==> config.mk <==
export PLATFORM = sky130hd
export DESIGN_NAME = decode_pipe
export DESIGN_NICKNAME = d
export VERILOG_FILES = /design/src/rtl/decode_pkg.sv /design/src/rtl/decode_lane.sv /design/src/rtl/decode_pipe.sv
export SDC_FILE = /design/constraint.sdc
export NUM_CORES = 1
export LEC_CHECK = 0
export ABC_AREA = 1
export CORE_MARGIN = 3
export CORE_UTILIZATION = 45
export CTS_CLUSTER_SIZE = 12
export DETAILED_ROUTE_END_ITERATION = 8
export PLACE_DENSITY_LB_ADDON = 0.25
export SYNTH_ARGS = -nofsm -noshare
export SYNTH_HDL_FRONTEND = slang
export SYNTH_SLANG_ARGS = --single-unit
==> constraint.sdc <==
create_clock -name clk -period 1.81 [get_ports clk]
set_input_delay 0.362 -clock clk [delete_from_list [all_inputs] [get_ports clk]]
set_output_delay 0.362 -clock clk [all_outputs]
set_load 0.03 [all_outputs]
==> src/rtl/decode_pkg.sv <==
// Shared types and encodings for the RV32I decode stage.
package decode_pkg;

   typedef enum logic [3:0] {
      OP_MATH   = 4'd0,
      OP_MEM    = 4'd1,
      OP_BRANCH = 4'd2,
      OP_UPPER  = 4'd3,
      OP_MULDIV = 4'd4
   } op_type_e;

   localparam logic [4:0] SPEC_ADD  = 5'd0;
   localparam logic [4:0] SPEC_SUB  = 5'd1;
   localparam logic [4:0] SPEC_XOR  = 5'd2;
   localparam logic [4:0] SPEC_OR   = 5'd3;
   localparam logic [4:0] SPEC_AND  = 5'd4;
   localparam logic [4:0] SPEC_SLL  = 5'd5;
   localparam logic [4:0] SPEC_SRL  = 5'd6;
   localparam logic [4:0] SPEC_SRA  = 5'd7;
   localparam logic [4:0] SPEC_SLT  = 5'd8;
   localparam logic [4:0] SPEC_SLTU = 5'd9;

   localparam logic [4:0] SPEC_LB  = 5'd0;
   localparam logic [4:0] SPEC_LH  = 5'd1;
   localparam logic [4:0] SPEC_LW  = 5'd2;
   localparam logic [4:0] SPEC_LBU = 5'd3;
   localparam logic [4:0] SPEC_LHU = 5'd4;
   localparam logic [4:0] SPEC_SB  = 5'd5;
   localparam logic [4:0] SPEC_SH  = 5'd6;
   localparam logic [4:0] SPEC_SW  = 5'd7;

   localparam logic [4:0] SPEC_BEQ  = 5'd0;
   localparam logic [4:0] SPEC_BNE  = 5'd1;
   localparam logic [4:0] SPEC_BLT  = 5'd2;
   localparam logic [4:0] SPEC_BGE  = 5'd3;
   localparam logic [4:0] SPEC_BLTU = 5'd4;
   localparam logic [4:0] SPEC_BGEU = 5'd5;
   localparam logic [4:0] SPEC_JAL  = 5'd6;
   localparam logic [4:0] SPEC_JALR = 5'd7;

   localparam logic [4:0] SPEC_LUI   = 5'd0;
   localparam logic [4:0] SPEC_AUIPC = 5'd1;

   localparam logic [6:0] OPC_OP     = 7'b0110011;
   localparam logic [6:0] OPC_OP_IMM = 7'b0010011;
   localparam logic [6:0] OPC_LOAD   = 7'b0000011;
   localparam logic [6:0] OPC_STORE  = 7'b0100011;
   localparam logic [6:0] OPC_BRANCH = 7'b1100011;
   localparam logic [6:0] OPC_JAL    = 7'b1101111;
   localparam logic [6:0] OPC_JALR   = 7'b1100111;
   localparam logic [6:0] OPC_LUI    = 7'b0110111;
   localparam logic [6:0] OPC_AUIPC  = 7'b0010111;

   localparam logic [6:0] F7_BASE   = 7'b0000000;
   localparam logic [6:0] F7_ALT    = 7'b0100000;
   localparam logic [6:0] F7_MULDIV = 7'b0000001;

   typedef struct packed {
      op_type_e    op_type;
      logic [4:0]  op_spec;
      logic [31:0] imm;
      logic [4:0]  rd;
      logic [4:0]  rs1;
      logic [4:0]  rs2;
      logic        illegal;
   } decoded_t;

   // alt selects sub/sra over add/srl
   function automatic logic [4:0] alu_spec(input logic [2:0] funct3, input logic alt);
      logic [4:0] spec;
      case (funct3)
         3'b000:  spec = alt ? SPEC_SUB : SPEC_ADD;
         3'b001:  spec = SPEC_SLL;
         3'b010:  spec = SPEC_SLT;
         3'b011:  spec = SPEC_SLTU;
         3'b100:  spec = SPEC_XOR;
         3'b101:  spec = alt ? SPEC_SRA : SPEC_SRL;
         3'b110:  spec = SPEC_OR;
         3'b111:  spec = SPEC_AND;
         default: spec = SPEC_ADD;
      endcase
      return spec;
   endfunction

endpackage

==> src/rtl/decode_lane.sv <==
// Combinational RV32I decoder for one instruction word.
// Optional feature macro DECODE_MEXT_EN: funct7 0000001 on OP decodes as muldiv.
module decode_lane
   import decode_pkg::*;
(
   input  logic [31:0] op,
   output decoded_t    dec
);

   logic [6:0]  opcode_s;
   logic [6:0]  funct7_s;
   logic [2:0]  funct3_s;
   logic [31:0] imm_i_s;
   logic [31:0] imm_st_s;
   logic [31:0] imm_b_s;
   logic [31:0] imm_u_s;
   logic [31:0] imm_j_s;
   logic        r_f7_ok_s;
   logic        sh_f7_ok_s;
   logic        sh_s;
   op_type_e    type_s;
   logic [4:0]  spec_s;
   logic [4:0]  rd_s;
   logic [4:0]  rs2_s;
   logic [31:0] imm_s;
   logic        illegal_s;

   assign opcode_s = op[6:0];
   assign funct3_s = op[14:12];
   assign funct7_s = op[31:25];

   assign imm_i_s  = {{20{op[31]}}, op[31:20]};
   assign imm_st_s = {{20{op[31]}}, op[31:25], op[11:7]};
   assign imm_b_s  = {{19{op[31]}}, op[31], op[7], op[30:25], op[11:8], 1'b0};
   assign imm_u_s  = {op[31:12], 12'h000};
   assign imm_j_s  = {{11{op[31]}}, op[31], op[19:12], op[20], op[30:21], 1'b0};

   // funct7 0100000 is only meaningful for sub and sra
   assign sh_s       = (funct3_s == 3'b001) || (funct3_s == 3'b101);
   assign sh_f7_ok_s = (funct7_s == F7_BASE) || (funct7_s == F7_ALT);
   assign r_f7_ok_s  = (funct7_s == F7_BASE) ||
                       ((funct7_s == F7_ALT) && ((funct3_s == 3'b000) || (funct3_s == 3'b101)));

   // classify opcode, pick spec and immediate format, mask unused registers
   always_comb begin
      type_s    = OP_MATH;
      spec_s    = SPEC_ADD;
      imm_s     = 32'h0000_0000;
      rd_s      = op[11:7];
      rs2_s     = op[24:20];
      illegal_s = 1'b0;
      case (opcode_s)
         OPC_OP: begin
            if (funct7_s == F7_MULDIV) begin
`ifdef DECODE_MEXT_EN
               type_s = OP_MULDIV;
               spec_s = {2'b00, funct3_s};
`else
               illegal_s = 1'b1;
`endif
            end else begin
               spec_s    = alu_spec(funct3_s, op[30]);
               illegal_s = !r_f7_ok_s;
            end
         end
         OPC_OP_IMM: begin
            spec_s    = alu_spec(funct3_s, op[30] && (funct3_s == 3'b101));
            imm_s     = imm_i_s;
            rs2_s     = 5'd0;
            illegal_s = sh_s && !sh_f7_ok_s;
         end
         OPC_LOAD: begin
            type_s = OP_MEM;
            imm_s  = imm_i_s;
            rs2_s  = 5'd0;
            case (funct3_s)
               3'b000:  spec_s = SPEC_LB;
               3'b001:  spec_s = SPEC_LH;
               3'b010:  spec_s = SPEC_LW;
               3'b100:  spec_s = SPEC_LBU;
               3'b101:  spec_s = SPEC_LHU;
               default: illegal_s = 1'b1;
            endcase
         end
         OPC_STORE: begin
            type_s = OP_MEM;
            imm_s  = imm_st_s;
            rd_s   = 5'd0;
            case (funct3_s)
               3'b000:  spec_s = SPEC_SB;
               3'b001:  spec_s = SPEC_SH;
               3'b010:  spec_s = SPEC_SW;
               default: illegal_s = 1'b1;
            endcase
         end
         OPC_BRANCH: begin
            type_s = OP_BRANCH;
            imm_s  = imm_b_s;
            rd_s   = 5'd0;
            case (funct3_s)
               3'b000:  spec_s = SPEC_BEQ;
               3'b001:  spec_s = SPEC_BNE;
               3'b100:  spec_s = SPEC_BLT;
               3'b101:  spec_s = SPEC_BGE;
               3'b110:  spec_s = SPEC_BLTU;
               3'b111:  spec_s = SPEC_BGEU;
               default: illegal_s = 1'b1;
            endcase
         end
         OPC_JAL: begin
            type_s = OP_BRANCH;
            spec_s = SPEC_JAL;
            imm_s  = imm_j_s;
            rs2_s  = 5'd0;
         end
         OPC_JALR: begin
            type_s    = OP_BRANCH;
            spec_s    = SPEC_JALR;
            imm_s     = imm_i_s;
            rs2_s     = 5'd0;
            illegal_s = (funct3_s != 3'b000);
         end
         OPC_LUI: begin
            type_s = OP_UPPER;
            spec_s = SPEC_LUI;
            imm_s  = imm_u_s;
            rs2_s  = 5'd0;
         end
         OPC_AUIPC: begin
            type_s = OP_UPPER;
            spec_s = SPEC_AUIPC;
            imm_s  = imm_u_s;
            rs2_s  = 5'd0;
         end
         default: illegal_s = 1'b1;
      endcase
   end

   // illegal encodings collapse to a zeroed math op
   always_comb begin
      dec         = '0;
      dec.rd      = rd_s;
      dec.rs1     = op[19:15];
      dec.rs2     = rs2_s;
      dec.illegal = illegal_s;
      if (illegal_s) begin
         dec.op_type = OP_MATH;
         dec.op_spec = 5'd0;
         dec.imm     = 32'h0000_0000;
      end else begin
         dec.op_type = type_s;
         dec.op_spec = spec_s;
         dec.imm     = imm_s;
      end
   end

endmodule

==> src/rtl/decode_pipe.sv <==
// Registered multi-lane RV32I decode stage with a 2-entry skid buffer.
// Optional feature macro DECODE_MEXT_EN (handled in decode_lane) enables M-extension decode.
module decode_pipe
   import decode_pkg::*;
#(
   parameter int LANES = 1,
   parameter int XLEN  = 32
)(
   input  logic                  clk,
   input  logic                  rst,
   input  logic                  flush,
   input  logic                  in_valid,
   output logic                  in_ready,
   input  logic [LANES*32-1:0]   in_op,
   input  logic [LANES-1:0]      in_lane_vld,
   input  logic [31:0]           in_pc,
   output logic                  out_valid,
   input  logic                  out_ready,
   output logic [LANES-1:0]      out_lane_vld,
   output logic [LANES*4-1:0]    out_op_type,
   output logic [LANES*5-1:0]    out_op_spec,
   output logic [LANES*32-1:0]   out_imm,
   output logic [LANES*5-1:0]    out_rd,
   output logic [LANES*5-1:0]    out_rs1,
   output logic [LANES*5-1:0]    out_rs2,
   output logic [LANES-1:0]      out_illegal,
   output logic [LANES*32-1:0]   out_pc
);

   if (XLEN != 32) begin : g_xlen_chk
      $fatal(1, "decode_pipe: only XLEN=32 is supported");
   end
   if ((LANES < 1) || (LANES > 4)) begin : g_lanes_chk
      $fatal(1, "decode_pipe: LANES must be 1..4");
   end

   typedef struct packed {
      logic [LANES-1:0]       lane;
      decoded_t [LANES-1:0]   dec;
      logic [LANES-1:0][31:0] pc;
   } bundle_t;

   decoded_t [LANES-1:0]   in_dec_s;
   logic [LANES-1:0][31:0] in_pc_s;
   bundle_t                in_bundle_s;
   bundle_t                prim_r;
   bundle_t                skid_r;
   bundle_t                prim_nxt_s;
   bundle_t                skid_nxt_s;
   logic                   prim_vld_r;
   logic                   skid_vld_r;
   logic                   in_ready_r;
   logic                   prim_vld_nxt_s;
   logic                   skid_vld_nxt_s;
   logic                   in_fire_s;
   logic                   out_fire_s;

   for (genvar i = 0; i < LANES; i++) begin : g_lane
      decoded_t raw_s;

      decode_lane u_decode_lane (
         .op  (in_op[32*i +: 32]),
         .dec (raw_s)
      );

      // masked-off lanes are still decoded but never report illegal
      assign in_dec_s[i] = '{op_type: raw_s.op_type, op_spec: raw_s.op_spec, imm: raw_s.imm,
                             rd: raw_s.rd, rs1: raw_s.rs1, rs2: raw_s.rs2,
                             illegal: raw_s.illegal && in_lane_vld[i]};
      assign in_pc_s[i]  = in_pc + (32'(i) << 2);

      assign out_op_type[4*i +: 4]  = prim_r.dec[i].op_type;
      assign out_op_spec[5*i +: 5]  = prim_r.dec[i].op_spec;
      assign out_imm[32*i +: 32]    = prim_r.dec[i].imm;
      assign out_rd[5*i +: 5]       = prim_r.dec[i].rd;
      assign out_rs1[5*i +: 5]      = prim_r.dec[i].rs1;
      assign out_rs2[5*i +: 5]      = prim_r.dec[i].rs2;
      assign out_illegal[i]         = prim_r.dec[i].illegal;
      assign out_pc[32*i +: 32]     = prim_r.pc[i];
   end

   assign in_bundle_s  = '{lane: in_lane_vld, dec: in_dec_s, pc: in_pc_s};
   assign in_fire_s    = in_valid && in_ready_r && !flush;
   assign out_fire_s   = prim_vld_r && out_ready;
   assign in_ready     = in_ready_r;
   assign out_valid    = prim_vld_r;
   assign out_lane_vld = prim_r.lane;

   // skid next state: a freed primary takes the skid entry first, else the new bundle
   always_comb begin
      prim_nxt_s     = prim_r;
      skid_nxt_s     = skid_r;
      prim_vld_nxt_s = prim_vld_r;
      skid_vld_nxt_s = skid_vld_r;
      if (flush) begin
         prim_vld_nxt_s = 1'b0;
         skid_vld_nxt_s = 1'b0;
      end else if (out_fire_s || !prim_vld_r) begin
         if (skid_vld_r) begin
            prim_nxt_s     = skid_r;
            prim_vld_nxt_s = 1'b1;
            skid_vld_nxt_s = in_fire_s;
            if (in_fire_s) begin
               skid_nxt_s = in_bundle_s;
            end else begin
               skid_nxt_s = skid_r;
            end
         end else begin
            prim_vld_nxt_s = in_fire_s;
            if (in_fire_s) begin
               prim_nxt_s = in_bundle_s;
            end else begin
               prim_nxt_s = prim_r;
            end
         end
      end else begin
         if (in_fire_s) begin
            skid_nxt_s     = in_bundle_s;
            skid_vld_nxt_s = 1'b1;
         end else begin
            skid_nxt_s     = skid_r;
         end
      end
   end

   // state registers; in_ready is registered from the next skid occupancy
   always_ff @(posedge clk) begin
      if (rst) begin
         prim_r     <= '0;
         skid_r     <= '0;
         prim_vld_r <= 1'b0;
         skid_vld_r <= 1'b0;
         in_ready_r <= 1'b1;
      end else begin
         prim_r     <= prim_nxt_s;
         skid_r     <= skid_nxt_s;
         prim_vld_r <= prim_vld_nxt_s;
         skid_vld_r <= skid_vld_nxt_s;
         in_ready_r <= !skid_vld_nxt_s;
      end
   end

endmodule

### After elaboration in Yosys (flattened, before gate mapping)

Index checks and enable logic that the tools add are counted.

| word-level totals | value |
|---|---|
| register bits | 183 |
| input port bits | 70 |
| output and inout port bits | 92 |

| operators by class | value |
|---|---|
| eq/ne operators | 19 |
| muxes and demuxes | 31 |
| bitwise operators | 1 |
| reduce and logical (&&, ||, !) cells | 34 |

Operators by type and width:

| kind | count |
|---|---|
| $mux 90 | 5 |
| $pmux 32 s5 | 1 |
| $pmux 5 s8 | 3 |
| $mux 39 | 1 |
| $eq 7x6->1 const B | 4 |
| $eq 7x7->1 const B | 3 |
| $mux 5 | 3 |
| $pmux 3 s5 | 1 |
| $eq 7x5->1 const B | 2 |
| $mux 1 | 13 |
| $eq 3x3->1 const B | 4 |
| $pmux 3 s4 | 1 |
| $reduce_or 3->1 | 4 |
| $reduce_or 6->1 | 2 |
| $pmux 3 s3 | 1 |
| $reduce_or 2->1 | 4 |
| $eq 7x1->1 const B | 1 |
| $eq 7x2->1 const B | 1 |
| $logic_and 1x1->1 | 7 |
| $logic_not 7->1 | 1 |
| $pmux 1 s7 | 1 |
| $eq 3x2->1 const B | 2 |
| $pmux 2 s3 | 1 |
| $logic_not 1->1 | 5 |
| other kinds (10) | 14 |

### Longest topological paths before layout

Gate-level depths: netlist (run 1).

| depth | value |
|---|---|
| depth after elaboration | 11 |
| depth in mapped cells | 14 |

### By module

A second synthesis (run 1) with hierarchy kept.

| second synthesis, totals | value |
|---|---|
| cell total of the unflattened synthesis | 1668 |
| area total of the unflattened synthesis | 9729.3 um^2 |

Modules (own cells, without submodules):

| module | times used | cells each | area an instance (um^2) |
|---|---|---|---|
| decode_pipe | 1 | 1368 | 8438.1 |
| decode_lane | 1 | 300 | 1291.2 |

### Worst setup path before layout (run 1)

No wires, ideal clock.

| timing path | value |
|---|---|
| path type | flip-flop to flip-flop |
| from | register in_ready_r, in the netlist in_ready |
| to | register prim_r, in the netlist out_op_type[0] |
| data arrival time | 1.706 ns |
| data required time | 1.740 ns |
| path slack | 0.034 ns |
| stages on the path, launching flop included | 9 |
| period minus slack after synthesis | 1.776 ns |
| cell sequence | dfxtp_1 > nand2_1 > nor2_1 > nor2_1 > nor3_2 > clkbuf_1 > clkbuf_1 > o21ai_0 > a21oi_1 |

| between the ends | value |
|---|---|
| word-level cells in the longest chain between the ends | 4 |

RTL lines:

| what | RTL line | text |
|---|---|---|
| start: declaration | decode_pipe.sv:52 | `logic in_ready_r;` |
| start signal: assignment | decode_pipe.sv:139 | `in_ready_r <= !skid_vld_nxt_s;` |
| $logic_and 1x1->1 (2 in a row) | decode_pipe.sv:83 | `assign in_fire_s = in_valid && in_ready_r && !flush;` |
| $reduce_bool 2->1 (no source line) | n/a |  |
| $reduce_and 3->1 (no source line) | n/a |  |
| end signal: assignment | decode_pipe.sv:135 | `prim_r <= prim_nxt_s;` |
| end: declaration | decode_pipe.sv:46 | `bundle_t prim_r;` |

No other way between the ends.
A chain may end at the register's enable or synchronous reset.

### Final worst setup path (run 1)

| timing path | value |
|---|---|
| from | register prim_r, in the netlist out_pc[27] |
| to | output port out_pc[27] |

RTL lines:

| what | RTL line | text |
|---|---|---|
| end: declaration | decode_pipe.sv:27 | `output logic [LANES*32-1:0] out_pc` |

No word-level cell between the ends.

==> metrics.txt, run 1 <==
Worst path slowest cell=clkdlybuf4s50_1; Post-Syn Instances=1158; Util after Layout=0.657; critical path fanouts, max=2; fin worst setup slack=about 26 ps; port buffer count=158; post-DR wirelength/cell=15.5 µm; Leak Pwr=roughly 0.0055 µW; GRT Total Usage=0.246; first-pass GRT wire length=39600 µm; clock-pin slew on the worst setup and hold paths=70 ps; number of synthesized flops with an enable pin=0; vias per std cell=5.33; worst path required time=1450 ps; asr flop ratio synth=0; Hold Path Origin=out_imm[6]$_SDFFE_PP0P_; YS warnings=0; Routed WL=roughly 25000 µm; setup_tns=0 ps; initial core utilization=0.467; H-tree depth=4; CTS sink cnt=177; WS Path Type=flop to output port; Die Y=138 µm; max cap viols=0; grt ovf=0; CTS tree=done; peak supply drop=around 0.00064 V; Site Rows=47; Antenna diodes=0; most frequent cells after synthesis=nand2_1, nor2_1, dfxtp_1; Clock Skew=around 13 ps; initial DRC count=about 700; total CTS buffers=17; Slowest Stage Delay on Critical Path=~670 ps; Die W=approximately 140 µm; Clk Tree Root Cell=clkbuf_16; top cells by area, synth=dfxtp_1, nand2_1, o21ai_0, nor2_1, a21oi_1; count leader, synth=nand2_1; vias=8443; Final Max Slew Viols=0; RSZ-0062 raised after global routing=yes; CP startpoint kind=flop; pin count of the biggest net entering global routing=85; Buf/Inv on CP=1; Clock Path Buffers=2; Synth cell types=26; die footprint=roughly 19000 µm²; register bit total from synthesis=~180; fmax=0.561 GHz; Mean Syn Cell Area=6.80 µm²; crit path time final=1780 ps; CP Capture Type=output port; Routed Antenna Nets=0; outcome=finished, final reports clean; Detailed Place HPWL=16300 µm; Yosys top cell area share=0.450; IO Pins=162; worst r2r src=in_ready$_SDFF_PP1_; Power Total=8910 µW; Crit path max-delay family=buffers and inverters; Final period util=0.986; clock latency on the worst-skew pair=between 400 and 500 ps; Post-Place Setup Slack=-590 ps; Critical path origin=out_pc[27]$_SDFFE_PP0P_; Hold Path Class=flop to flop; critical path cell sequence=clkdlybuf4s50_1; Synth area leader=dfxtp_1; R2R Setup Slk=150 ps; GP Congestion=~0.94; Final setup violation count=0; initial antenna violation count=0; Core Region=16900 µm²; Pre-antenna DRT Iters=5; sequential area share after synthesis=0.450; Final Hold Fails=0; CP Data Arrival Time=1420 ps; ys flop type=dfxtp_1; layout cell share with drive strength beyond 1=0.138; Post-route DRC=0; number of global-route vias before repair=7822; cell area after synthesis=approximately 8000 µm²; Layout area overhead=40.8%; layout net count=1421; PwrDens=804 nW/µm²
[through the flow]
stage | instances | cell area (µm²) | hold WS (ps)
2_1_floorplan | 1160 | 7880 | 451
3_3_place_gp | 1539 | 10200 | 452
3_5_place_dp | 1539 | 10200 | 454
4_1_cts | 1575 | 10900 | 462
5_1_grt | 1583 | 11100 | 481
6_report | 1583 | 11100 | 462
[routing by layer]
| layer | vias to the layer above | routed length, µm | track usage |
|---|---|---|---|
| li1 | 4223 | - | - |
| met1 | 3933 | 11100 | 0.330 |
| met2 | 266 | 11800 | 0.418 |
| met3 | 21 | 1380 | 0.0421 |
| met4 | 0 | 250 | 0.0551 |
| met5 | - | 0 | 0 |
[cells by family (layout without fill, tap and decap cells)]
group,count (synthesis),count (layout),synth area share
compound gates,298,298,0.196
simple gates,563,564,0.290
other cells,1,3,0.000476
flops,177,177,0.450
buf+inv,119,321,0.0637
[cell usage in the layout, fill, tap and decap left out, types with 4 or more instances in the layout]
cell	n
nand3_2	7
inv_1	15
a31oi_1	38
nor2_1	175
clkdlybuf4s50_1	55
nor2_2	6
dlygate4sd2_1	83
nand2_1	276
buf_4	80
o21ai_0	141
clkinv_2	6
inv_2	9
dfxtp_1	176
nand4_1	10
clkbuf_16	18
bufinv_16	4
a21oi_2	7
dlymetal6s2s_1	20
a21oi_1	107
nand3_1	68
nand2_2	12
buf_12	18
[layout make-up]
type | instances | area [µm²]
fillers | 1526 | 5790
repair buffers | 261 | 2560
flip-flops and latches | 177 | 3540
clock inverters | 12 | 180
multi-input cells | 865 | 3970
inverters | 27 | 109
well taps | 220 | 275
clock buffers | 19 | 443
repair inverters | 2 | 10.0
[flip-flops by register name, summed over array words and instances (netlist names)]
| register | flops |
|---|---|
| out_op_spec | 4 |
| out_rs2 | 5 |
| out_imm | 32 |
| skid_vld_r | 1 |
| out_rs1 | 5 |
| out_lane_vld | 1 |
| out_op_type | 2 |
| out_rd | 5 |
| in_ready | 1 |
| out_pc | 32 |
| skid_r | 87 |
| out_illegal | 1 |
| out_valid | 1 |
[power by group]
part	switching [µW]	total [µW]	internal (µW)
clock network	1570	3920	2350
logic	558	981	423
registers	34.6	4010	3970
total	2170	8910	6750
[path summary, 6_finish.rpt]
check	end	cells after the start
worst max register to register	out_imm[10]$_SDFFE_PP0P_	10
worst min-delay path	out_imm[6]$_SDFFE_PP0P_	2
worst max-delay path	out_pc[27]	1
worst min register to register	out_imm[6]$_SDFFE_PP0P_	2
[what timing repair did]
item	in CTS	in global routing
hold buffers	0	0
buffers inserted	4	5
resized for setup	116	44
pin swaps	12	7
hold endpoints to repair	0	0
setup endpoints to repair	121	81
gates cloned	2	4
No activity file was read; power rests on OpenSTA's default activity.
==> run 2, diff against run 1 <==
--- a/config.mk
+++ b/config.mk
@@ -11,6 +11,7 @@
 export CTS_CLUSTER_SIZE = 12
 export DETAILED_ROUTE_END_ITERATION = 8
 export PLACE_DENSITY_LB_ADDON = 0.25
+export SETUP_SLACK_MARGIN = 0.4
 export SYNTH_ARGS = -nofsm -noshare
 export SYNTH_HDL_FRONTEND = slang
 export SYNTH_SLANG_ARGS = --single-unit
==> metrics.txt, run 2 (synthesized netlist as in run 1, its figures left out) <==
Hold Path Origin=in_op[27]; Util after Layout=0.779; Clock Skew=~4.8 ps; worst path required time=2140 ps; Worst Hold Slack=366 ps; initial core utilization=0.467; area of the multi-input gates=around 5000 µm²; WS Path Type=flop to flop; first-pass GRT wire length=approximately 47000 µm; number of global-route vias before repair=8623; number of fill cells=1062; max reg flops=87; Reg2Reg Depth=13; Pre-antenna DRT Iters=7; Clk Tree Root Cell=clkbuf_16; Post-Place Setup Slack=-572 ps; Worst path depth=13; worst r2r src=in_ready$_SDFF_PP1_; Buf/Inv on CP=8; Antenna diodes=0; Die Y=~140 µm; total CTS buffers=17; Post-route DRC=0; post-DR wirelength/cell=20.3 µm; R2R Setup Slk=60 ps; Crit path max-delay family=buffers and inverters; Routed WL=33800 µm; GRT Total Usage=0.298; Detailed Place HPWL=16700 µm; initial DRC count=1138; fmax=~0.57 GHz; outcome=finished, final reports clean; port buffer count=between 150 and 200; layout cell share with drive strength beyond 1=0.394; Hold Path Stages=3; Least-Margin Pin Slew=638 ps; Core Region=16900 µm²; setup_tns=0 ps; Layout area overhead=66.9%; H-tree depth=4; CP Capture Type=flop; Final setup violation count=0; initial antenna violation count=0; CTS sink cnt=177; Worst R2R End=skid_r[24]$_SDFFE_PP0P_; CP startpoint kind=flop; Routed Antenna Nets=0; critical path cell sequence=nand2_4 -> nor2_4 -> buf_6 -> buf_6 -> buf_6 -> buf_6 -> nand2_8 -> clkinv_8 -> buf_12 -> buf_4 -> clkbuf_16 -> nor2_4 -> nor2_1; global routing's busiest layer=met2; max cap viols=0; CP Data Arrival Time=2080 ps; Die W=138 µm; fin worst setup slack=56.9 ps; vias=9805; PwrDens=672 nW/µm²; die footprint=19100 µm²; grt ovf=0; vias per std cell=5.88; met2 Resource Use GR=0.480; Most common cell on crit path=buf_6; Leak Pwr=slightly below 0.006 µW; clock-pin slew on the worst setup and hold paths=70 ps; IO Pins=162; Worst path slowest cell=dfxtp_4; layout net count=1505; pin count of the biggest net entering global routing=roughly 60; dpl cell area=roughly 10000 µm²; Final period util=0.969; register area=3550 µm²; most flop-heavy register=skid_r; most frequent cells in the layout=nand2_1, dfxtp_1, nor2_1; Max transition margin=0.575; GP Congestion=between 0.9 and 1; critical path fanouts, max=6; crit path time final=1750 ps; peak supply drop=0.000648 V; cell area after layout=13100 µm²; Clock Path Buffers=2; commonest non-fill, non-tap cell in the layout=nand2_1; CTS tree=done; Hold Path Class=primary input to flop; Slowest Stage Delay on Critical Path=350 ps; RSZ-0062 raised after global routing=yes; grt met3 use=0.0628; hold endpoint=skid_r[55]$_SDFFE_PP0P_; Site Rows=47; Final Hold Fails=0; Final Max Slew Viols=0; clock latency on the worst-skew pair=440 ps; global-route met1 utilization=0.409
[run 2: where the power goes]
| group | switching (µW) | internal, µW | total (µW) | leakage (µW) |
|---|---|---|---|---|
| combinational | 724 | 577 | 1300 | 0.00421 |
| sequential | 46.3 | 3970 | 4020 | 0.00143 |
| clock | 1670 | 1850 | 3520 | 0.000272 |
[run 2: cell type report]
class / instances / share of cell area
multi-input combinational: 865 / 0.378
clock inverter: 13 / 0.00780
sequential: 177 / 0.270
timing repair buffer: 346 / 0.278
tap: 220 / 0.0209
inverter: 27 / 0.0106
clock buffer: 19 / 0.0344
timing repair inverter: 1 / 0.000571
[run 2: routing by layer]
| metal | vias up | share of wire |
|---|---|---|
| met3 | 130 | 0.094 |
| met1 | 4613 | 0.40 |
| met5 | - | 0 |
| met2 | 641 | 0.47 |
| met4 | 0 | 0.037 |
| li1 | 4421 | - |
[run 2: per-stage QoR]
step                instances  power (µW)
floorplan                1160        4590
global route             1668        9080
detailed placement       1542        5080
global placement         1542        5070
CTS                      1637        8660
finish                   1668        8840
[run 2: timing repair]
item                       4_1_cts  5_1_grt
hold buffers                     0        0
setup endpoints to repair      263      180
gates resized for setup        675      230
pin swaps                       47       31
gates cloned                    23       19
buffers inserted                40       12
[run 2: worst max-delay path by stage]
stage,slack (ps),start,to
floorplan,160,in_op[13],out_imm[10]$_SDFFE_PP0P_
global placement,-520,in_op[5],out_op_spec[2]$_SDFFE_PP0P_
detailed placement,-570,in_op[2],out_imm[30]$_SDFFE_PP0P_
CTS,140,in_ready$_SDFF_PP1_,out_rs2[0]$_SDFFE_PP0P_
global route,9,in_ready$_SDFF_PP1_,out_imm[16]$_SDFFE_PP0P_
finish,60,in_ready$_SDFF_PP1_,skid_r[24]$_SDFFE_PP0P_
[run 2: tightest hold or removal path, cell delays in order]
cell	delay, ps
buf_2	140
nand4_1	170
a21oi_2	80
==> run 3, diff against run 2 <==
--- a/config.mk
+++ b/config.mk
@@ -6,6 +6,7 @@
 export NUM_CORES = 1
 export LEC_CHECK = 0
 export ABC_AREA = 1
+export CORE_ASPECT_RATIO = 0.8
 export CORE_MARGIN = 3
 export CORE_UTILIZATION = 45
 export CTS_CLUSTER_SIZE = 12
==> metrics.txt, run 3 (synthesized netlist as in run 1, its figures left out) <==
RSZ-0062 raised after global routing=yes; Least-Margin Pin Slew=657 ps; Pre-antenna DRT Iters=7; CTS sink cnt=177; Post-route DRC=0; Hold Path Class=primary input to flop; peak supply drop=0.000659 V; initial antenna violation count=0; max reg flops=87; initial core utilization=0.467; CTS tree=done; vias=10720; Hold Path Stages=4; Die W=about 150 µm; clock-pin slew on the worst setup and hold paths=70 ps; post-DR wirelength/cell=24.8 µm; commonest non-fill, non-tap cell in the layout=nand2_1; fmax=roughly 0.44 GHz; Critical path origin=in_op[27]; clock latency on the worst-skew pair=roughly 460 ps; Layout area overhead=78.6%; outcome=complete, but fails checks; worst r2r src=in_ready$_SDFF_PP1_; critical path fanouts, max=4; Routed Antenna Nets=0; Die Y=124 µm; Worst Hold Slack=399 ps; clock power share=0.413; worst path required time=2190 ps; Pint=6700 µW; number of global-route vias before repair=8827; PwrDens=667 nW/µm²; H-tree depth=4; CP Data Arrival Time=2660 ps; crit path time final=about 2300 ps; IO Pins=162; most frequent cells in the layout=nand2_1, dfxtp_1, nor2_1; CP Capture Type=flop; Clock Skew=11.2 ps; CP endpoint=out_imm[31]$_SDFFE_PP0P_; Clock Path Buffers=2; layout net count=~1500; Routed WL=41300 µm; Inst Count DP=1533; Util after Layout=0.834; most flop-heavy register=skid_r; Final Hold Fails=0; fin worst setup slack=-461 ps; Max transition margin=0.557; Switch Pwr=2690 µW; Post-Place Setup Slack=-594 ps; layout cell share with drive strength beyond 1=0.494; CP startpoint kind=primary input; total CTS buffers=17; Final Max Slew Viols=0; hold buffer count at CTS=0; violated checks=setup timing; Final period util=1.25; GP Congestion=0.920; port buffer count=158; max cap viols=0; vias per std cell=6.43; Finished Layout Cells=~1700; setup_tns=-5150 ps; switching part of the total=0.286; Antenna diodes=0; Clk Tree Root Cell=clkbuf_16; part of the power in combinational logic=0.158; die footprint=19100 µm²; R2R Setup Slk=-190 ps; Reg2Reg Depth=12; Site Rows=42; WS Path Type=primary input to flop; grt ovf=0; initial DRC count=around 1700; pin count of the biggest net entering global routing=82; GRT Total Usage=0.310; first-pass GRT wire length=47700 µm; number of fill cells=roughly 810; Worst R2R End=skid_r[63]$_SDFFE_PP0P_; Core Region=16900 µm²; Leak Pwr=0.00612 µW; Final setup violation count=102; Detailed Place HPWL=roughly 16000 µm; sequential power share=0.429
-- run 3: cell count changes in the layout (fill, tap and decap cells not counted), sizes merged --
cell / change
clkinv: -5
bufbuf: +1
clkinvlp: +1
clkdlybuf4s18: -1
nand2: -1
clkdlybuf4s15: -4
clkbuf: +2
buf: +2
inv: +3
bufinv: +2
-- run 3: per-layer routing --
layer	up-vias	GRT usage	part of all wire
met5	-	0	0
met4	0	0.107	0.076
met3	346	0.0719	0.13
met2	1008	0.486	0.44
met1	4951	0.421	0.35
li1	4415	-	-
-- run 3: repair_timing --
item / 4_1_cts / 5_1_grt
buffers inserted: 45 / 16
cloned: 27 / 16
endpoints found under the setup margin: 263 / 183
pin swaps: 58 / 92
resized for setup: 765 / 435
-- run 3: through the flow --
step           total power, µW  area [µm²]
6_report                  9390       14100
5_1_grt                   9520       14100
4_1_cts                   8960       12200
3_5_place_dp              5070       10300
3_3_place_gp              5060       10300
2_1_floorplan             4590        8170
-- run 3: how the worst min path moves through the flow --
| stage | from | to |
|---|---|---|
| floorplan | skid_r[10]$_SDFFE_PP0P_ | out_pc[10]$_SDFFE_PP0P_ |
| CTS | in_op[31] | skid_r[79]$_SDFFE_PP0P_ |
| finish | in_op[29] | skid_r[57]$_SDFFE_PP0P_ |
| detailed placement | out_rs2[2]$_SDFFE_PP0P_ | out_rs2[2]$_SDFFE_PP0P_ |
| global placement | out_rs2[0]$_SDFFE_PP0P_ | out_rs2[0]$_SDFFE_PP0P_ |
| global route | in_op[31] | skid_r[79]$_SDFFE_PP0P_ |
-- run 3: worst max-delay path, stage by stage --
cell and delay (ps):
buf_2 120, nor2_4 150, buf_4 140, nand3_1 140, nand2_1 100, nor2_1 50, nor2_1 140, nand2_2 90
nor2_4 120, buf_6 150, nand2_1 190, o21ai_0 590, nand2_1 160, a21oi_2 150
-- run 3: power by group through the flow --
stage | combinational, µW | sequential, µW | clock (µW)
2_1_floorplan | 378 | 4210 | 0
3_3_place_gp | 970 | 4090 | 0
3_5_place_dp | 975 | 4090 | 0
4_1_cts | 1170 | 4010 | 3780
5_1_grt | 1530 | 4040 | 3960
6_report | 1480 | 4030 | 3880
-- run 3: cell type report --
cell class                      instances  area [µm²]  area share
Sequential cell                       177        3560       0.253
Inverter                               27         141      0.0101
Clock inverter                         13         149      0.0106
Timing Repair Buffer                  347        3870       0.275
Multi-Input combinational cell        864        5590       0.398
Timing Repair inverter                  2        37.5     0.00267
Tap cell                              220         275      0.0196
Clock buffer                           18         439      0.0312
